===== src/rtl/demux1an_fifo.sv =====
// 1-to-N valid/data demultiplexer with an independent FIFO per output channel.
// Words are steered by selector; each channel is drained by its own pop bit.
module demux1an_fifo #(
  parameter int DATA_W   = 8,
  parameter int N_OUT    = 2,
  parameter int SEL_W    = 1,
  parameter int DEPTH    = 4,
  parameter int AF_LEVEL = 3
) (
  input  logic                    clk,
  input  logic                    reset_L,
  input  logic                    valid,
  input  logic [SEL_W-1:0]        selector,
  input  logic [DATA_W-1:0]       data_in,
  input  logic [N_OUT-1:0]        pop,
  output logic [N_OUT-1:0]        validout,
  output logic [N_OUT*DATA_W-1:0] dataout,
  output logic [N_OUT-1:0]        empty,
  output logic [N_OUT-1:0]        full,
  output logic [N_OUT-1:0]        almost_full,
  output logic                    err
);

  localparam int PTR_W = $clog2(DEPTH);
  localparam int CNT_W = PTR_W + 1;

  logic [N_OUT-1:0] wr_en;
  logic [N_OUT-1:0] pop_eff;
  logic             drop;

  // NOTE: combinational logic uses blocking assignments with a default for
  // every output first, so no latch is inferred and later lines see earlier ones.
  always_comb begin
    wr_en   = '0;
    pop_eff = pop & ~empty;
    for (int i = 0; i < N_OUT; i++) begin
      if (valid && (selector == SEL_W'(i)) && (!full[i] || pop_eff[i]))
        wr_en[i] = 1'b1;
    end
    // An out-of-range selector never matches a channel, so it lands here too.
    drop = valid && (wr_en == '0);
  end

  always_ff @(posedge clk or negedge reset_L) begin
    if (!reset_L) err <= 1'b0;
    else          err <= drop;
  end

  for (genvar g = 0; g < N_OUT; g++) begin : g_ch
    logic [DATA_W-1:0] mem [DEPTH];
    logic [PTR_W-1:0]  wr_ptr;
    logic [PTR_W-1:0]  rd_ptr;
    logic [CNT_W-1:0]  count;
    logic [CNT_W-1:0]  count_nxt;
    logic [DATA_W-1:0] data_q;
    logic              vo_q;
    logic              empty_q;
    logic              full_q;
    logic              af_q;

    // A simultaneous write and read leave occupancy unchanged.
    always_comb begin
      count_nxt = count;
      if (wr_en[g] && !pop_eff[g])
        count_nxt = count + CNT_W'(1);
      else if (!wr_en[g] && pop_eff[g])
        count_nxt = count - CNT_W'(1);
    end

    // NOTE: the storage array has no reset; the pointers and counter alone
    // decide what is valid, which keeps the array a plain RAM.
    always_ff @(posedge clk) begin
      if (wr_en[g]) mem[wr_ptr] <= data_in;
    end

    // NOTE: all state registers use non-blocking assignments so every flop
    // samples pre-edge values regardless of statement order.
    always_ff @(posedge clk or negedge reset_L) begin
      if (!reset_L) begin
        wr_ptr  <= '0;
        rd_ptr  <= '0;
        count   <= '0;
        data_q  <= '0;
        vo_q    <= 1'b0;
        empty_q <= 1'b1;
        full_q  <= 1'b0;
        af_q    <= 1'b0;
      end else begin
        if (wr_en[g]) wr_ptr <= wr_ptr + PTR_W'(1);
        vo_q <= pop_eff[g];
        if (pop_eff[g]) begin
          data_q <= mem[rd_ptr];
          rd_ptr <= rd_ptr + PTR_W'(1);
        end
        count   <= count_nxt;
        empty_q <= (count_nxt == '0);
        full_q  <= (count_nxt == CNT_W'(DEPTH));
        af_q    <= (count_nxt >= CNT_W'(AF_LEVEL));
      end
    end

    assign dataout[g*DATA_W +: DATA_W] = data_q;
    assign validout[g]    = vo_q;
    assign empty[g]       = empty_q;
    assign full[g]        = full_q;
    assign almost_full[g] = af_q;
  end

endmodule

===== config.mk =====
export PLATFORM = sky130hd
export DESIGN_NAME = demux1an_fifo
export DESIGN_NICKNAME = d
export VERILOG_FILES = /design/src/rtl/demux1an_fifo.sv
export SDC_FILE = /design/constraint.sdc
export NUM_CORES = 1
export LEC_CHECK = 0
export CORE_MARGIN = 1
export CORE_UTILIZATION = 30
export DETAILED_ROUTE_END_ITERATION = 16
export PLACE_DENSITY = 0.56
export SLEW_MARGIN = 5
export SYNTH_ARGS = -nofsm -noshare
export SYNTH_HDL_FRONTEND = slang
export SYNTH_SLANG_ARGS = --single-unit

===== constraint.sdc =====
create_clock -name clk -period 2.4 [get_ports clk]
set_clock_uncertainty 0.1 [all_clocks]
set_input_delay 0.24 -clock clk [delete_from_list [all_inputs] [get_ports clk]]
set_output_delay 0.24 -clock clk [all_outputs]
set_load 0.005 [all_outputs]

After elaboration in Yosys (flattened, before gate mapping)
Memories as Yosys holds them, arrays and structs flattened. A register that Yosys moved wholly into a read port is not among the register bits.
Cells that the tools add are included.
{"block": "classes", "n_addsub": 8, "n_lt_le_gt_ge": 2, "eq_ne": 2, "muxes": 10, "bitwise_logic": 3, "reduce_logical": 22}
{"op": "$mux W3", "n": 4}
{"op": "$logic_and A1 B1 Y1", "n": 9}
{"op": "$add A2 B1 Y2 const B", "n": 4}
{"op": "$logic_not A1 Y1", "n": 8}
{"op": "$add A3 B1 Y3 const B", "n": 2}
{"op": "$eq A3 B3 Y1 const B", "n": 2}
{"op": "$ge A3 B2 Y1 const B", "n": 2}
{"op": "$logic_not A3 Y1", "n": 2}
{"op": "$mux W1", "n": 6}
{"op": "$sub A3 B1 Y3 const B", "n": 2}
{"op": "$and A2 B2 Y2", "n": 1}
{"op": "$logic_not A2 Y1", "n": 1}
{"op": "$logic_or A1 B1 Y1", "n": 2}
{"op": "$not A2 Y2", "n": 1}
{"op": "$not A1 Y1", "n": 1}
{"block": "word_totals", "register_bits": 23, "mem_bits_rw": 64, "input_bits": 14, "output_inout_bits": 25, "wordCells": 64, "n_memories": 2}
{"name": "g_ch[0].mem", "words": 4, "word_bits": 8, "rd": 1, "rd_ports_with_merged_regs": 1, "write_ports": 1, "line": "50", "source": "logic [DATA_W-1:0] mem [DEPTH];"}
{"name": "g_ch[1].mem", "words": 4, "word_bits": 8, "rd": 1, "rd_ports_with_merged_regs": 1, "write_ports": 1, "line": "50"}

Depth between registers and ports, before layout
{"block": "depth", "word_depth": 10, "depth_mapped": 5}

Worst setup path before layout
No wires, ideal clock.
{"block": "synth_path", "kind": "register to register", "from": "reg g_ch[1].empty_q", "to": "mem g_ch[1].mem[0][0] (enable)", "t_arrival_ns": 1.340, "setup_slack_ns": 0.629, "stages_incl_launch_ff": 5, "n_path_buf": 1, "synth_period_minus_slack_ns": 1.771, "cell_sequence": "dfstp_2 nand2b_4 buf_2 a21oi_1 and2_1"}
{"block": "synth_via", "elab_chain_len": 7}
{"element": "start, declared", "line": "57", "source": "logic empty_q;"}
{"element": "start signal, assigned", "line": "96", "source": "empty_q <= (count_nxt == '0);"}
{"element": "$not A2 Y2", "line": "35", "source": "pop_eff = pop & ~empty;"}
{"element": "$and A2 B2 Y2", "line": "35"}
{"element": "$logic_or A1 B1 Y1", "line": "37", "source": "if (valid && (selector == SEL_W'(i)) && (!full[i] || pop_eff[i]))"}
{"element": "$logic_and A1 B1 Y1", "line": "37"}
{"element": "$mux W1", "line": "37"}
{"element": "$mux W1", "line": "73", "source": "if (wr_en[g]) mem[wr_ptr] <= data_in;"}
{"element": "$mux W1 (not written as such)", "line": "73"}
{"element": "end, declared", "line": "50"}
No other way between the ends.

Worst setup path in the final report
{"block": "layout_path", "from": "reg g_ch[1].count[0]", "to": "reg g_ch[1].full_q"}
{"block": "layout_via", "elab_chain_len": 4, "word_cells_on_any_way": 5, "cone_classes": "add/sub (2); eq/ne (1); mux (2)"}
{"element": "start, declared", "line": "53", "source": "logic [CNT_W-1:0] count;"}
{"element": "start signal, assigned", "line": "95", "source": "count <= count_nxt;"}
{"element": "$sub A3 B1 Y3", "line": "67", "source": "count_nxt = count - CNT_W'(1);"}
{"element": "$mux W3", "line": "66", "source": "else if (!wr_en[g] && pop_eff[g])"}
{"element": "$mux W3 *", "line": "64", "source": "if (wr_en[g] && !pop_eff[g])"}
{"element": "$eq A3 B3 Y1 *", "line": "97", "source": "full_q <= (count_nxt == CNT_W'(DEPTH));"}
{"element": "end signal, assigned", "line": "97"}
{"element": "end, declared", "line": "58", "source": "logic full_q;"}
Mark *: on every way between the ends. The rest lies on a longest branch, timed or not.
A chain may end at the register's enable or synchronous reset.

==> flow_summary_export.csv <==
group,metric,value,unit
critical_path,critPathRequiredTime,2.58,ns
timing,rsz0062_at_grt,"false",
min_path,hp-start,"g_ch[0].data_q[7]",
global_routing,antenna_found_initial,0,
cts,htreeDepth,3,
cts,cts_max_path_buffers,2,
layout,final_layout_size_suffix_gt1_share,13.6,%
critical_path,cp-end-kind,"flop",
cts,cts_buffers,9,
synthesis,synth.net_count,306,
critical_path,worst-endpoint-arrival,2.08,ns
pwr,irDropWorstVdd,0.350,mV
routing,finalWirelength,7860,um
layout,nets,344,
routing,wl_per_cell,15.6,um
pwr,finalPower,0.00591,W
layout,num_antenna_cells,0,
synthesis,synth.ff_latch_count,103,
timing,tightest_slew,0.905,ns
global_routing,grt_start_max_net_pins,40,
pwr,power.density,1160,mW/mm^2
routing,antenna_left,0,
critical_path,cp_cell_sequence,"inv_1 > ha_1 > nor4_1 > a32o_1 > a32o_1",
synthesis,synth.distinct_cells,42,
critical_path,crit_type,"reg -> reg",
routing,route.detailed.drc,0,
die,initial_core_util,30.6,%
routing,drtIter0Drc,222,
job,drv_cap,0,
global_routing,track_usage,11.8,%
synthesis,synthCells,280,
layout,syn2layout_area_growth,20.0,%
placed_design,gp_congestion,0.796,
timing,fmax,0.525,GHz
routing,viasPerCell,4.56,
outcome,outcome,"finished clean",
timing,timing.final.crit_share,79.4,%
placed_design,portBuffers,38,
synthesis,avgSynthCellArea,15.1,um^2
layout,final_util,36.8,%
die,row_count,43,
critical_path,critPathMaxStageDelay,0.47,ns
placed_design,dp_hpwl,5520,um
global_routing,grt_pass1_vias,2283,
synthesis,synthTopCellsByCount,"edfxtp_1 (64), nand2_1 (53), dfrtp_1 (37)",
global_routing,grt_overflow_total,0,
synthesis,synthTopCellsByArea,"edfxtp_1 (45%), dfrtp_1 (22%), mux4_2 (8.5%)",
min_path,hold_class,"reg -> reg",
synthesis,synthArstFlopShare,37.9,%
global_routing,grt_pass1_wl,12600,um
die,die_y,121,um
synthesis,yosysWarnings,0,
cts,cts.sinks,103,
timing,slew_headroom,39.6,%
routing,drt_pre_antenna_iters,6,
die,core_area,0.0138,mm^2
critical_path,crit_start,"g_ch[1].count[0]",
die,die_w,121,um
timing,min_period,1.91,ns
cts,clkLatencyLatePin,0.34,ns
routing,route.vias.total,2294,
die,dieArea,0.0146,mm^2
timing,finalSetupTns,0,ns
timing,hold_slack,0.379,ns
synthesis,synth_top_area_share,45.3,%
critical_path,r2r_start,"g_ch[1].count[0]",
timing,hold_viol,0,
cts,post_cts_resized,0,
cts,path_clk_slew,0.07,ns
synthesis,yosysTopAreaCell,"edfxtp_1",
synthesis,synth_edf_count,64,
critical_path,rrSetupSlack,0.49,ns
synthesis,syn_area,0.00424,mm^2
synthesis,synth.most_common_cell,"edfxtp_1",
critical_path,path_max_fanout,7,
cts,cts_tree,"built",
die,io_pins,39,
critical_path,crit_top_cell,"a32o_1",
critical_path,crit_path_start_kind,"flop",
pwr,p_leak,1.92,nW
timing,slew_violations,0,
timing,setup_viol,0,
synthesis,synth-seq-area-share,68.4,%
critical_path,cp_slowest_cell,"dfrtp_1",
synthesis,synthFlopType,"edfxtp_1",
cts,root_buffer,"clkbuf_16",
metrics by stage:
step           cell area [um^2]  std cells  worst slack [ns]
6_report                   5090        503             0.494
5_1_grt                    5090        503             0.378
4_1_cts                    5090        503             0.511
3_5_place_dp               4780        486             0.210
3_3_place_gp               4780        486             0.289
2_1_floorplan              4240        280             0.629
area by class of cell:
cell class,instances,area (um^2)
repair buffers,44,423
inverters,11,41.3
fillers,1279,8740
multi-input cells,149,1200
well taps,180,225
clock buffers,9,225
flip-flops and latches,103,2900
clock inverters,7,73.8
critical path: cells and delay by family, from the launching register on:
| family | cells | cell delay, ns |
|---|---|---|
| DFF | 1 | 0.47 |
| and+or+nand+nor | 1 | 0.42 |
| adders and majority gates | 1 | 0.40 |
| AOI/OAI and AO/OA | 2 | 0.33 |
| buffers and inverters | 1 | 0.12 |
what timing repair did:
item                       in CTS  in global routing
buffers inserted                0                  0
hold buffers                    1                  0
hold endpoints to repair       37                  0
setup endpoints to repair       0                  0
power breakdown:
part / leakage [nW] / switching (W) / total [W] / internal, W
logic: 0.735 / 0.000763 / 0.00175 / 0.000985
registers: 1.05 / 0.000384 / 0.00272 / 0.00233
clock network: 0.135 / 0.000638 / 0.00145 / 0.000808
total: 1.92 / 0.00179 / 0.00591 / 0.00413
cells by family after synthesis:
kind of cell | count (synthesis) | share of synthesized area (%)
xor+xnor | 10 | 2.07
buf+inv | 28 | 3.31
compound gates | 25 | 4.22
flops | 103 | 68.4
fa+ha+maj | 12 | 3.54
simple gates | 84 | 9.45
mux | 18 | 8.98
flip-flops by register name, indices dropped and copies added (netlist names):
| name | flops |
|---|---|
| err | 1 |
| g_ch.af_q | 2 |
| g_ch.count | 6 |
| g_ch.data_q | 16 |
| g_ch.empty_q | 2 |
| g_ch.full_q | 2 |
| g_ch.mem | 64 |
| g_ch.rd_ptr | 4 |
| g_ch.vo_q | 2 |
| g_ch.wr_ptr | 4 |
per-layer routing:
metal	part of all wire (%)	global-route usage, %
met3	5.5	3.15
met1	50	16.8
met4	2.1	5.79
met2	43	16.3
met5	0	0
cell usage in the layout, fill, tap and decap left out, types with 3 or more instances in the layout:
cell type        instances
nand3_1                  5
ha_1                    12
dfrtp_1                 37
inv_1                   10
mux4_2                  16
nand2_1                 53
a21oi_1                  6
nor2_1                   3
clkbuf_16                9
and2_1                   8
clkinvlp_4               3
clkdlybuf4s50_1         37
xnor2_1                  8
buf_4                    5
edfxtp_1                64
a32o_1                   3
o21ai_0                  3
final timing paths:
kind                                      to  depth (start not counted)
setup reg to reg              g_ch[1].full_q                          5
max in group asynchronous   g_ch[0].count[2]                          2
min in group asynchronous   g_ch[1].count[2]                          2
hold / removal             g_ch[0].data_q[7]                          2
setup / recovery              g_ch[1].full_q                          5
hold reg to reg            g_ch[0].data_q[7]                          2
Note: power is estimated with default switching activity, not from simulation.
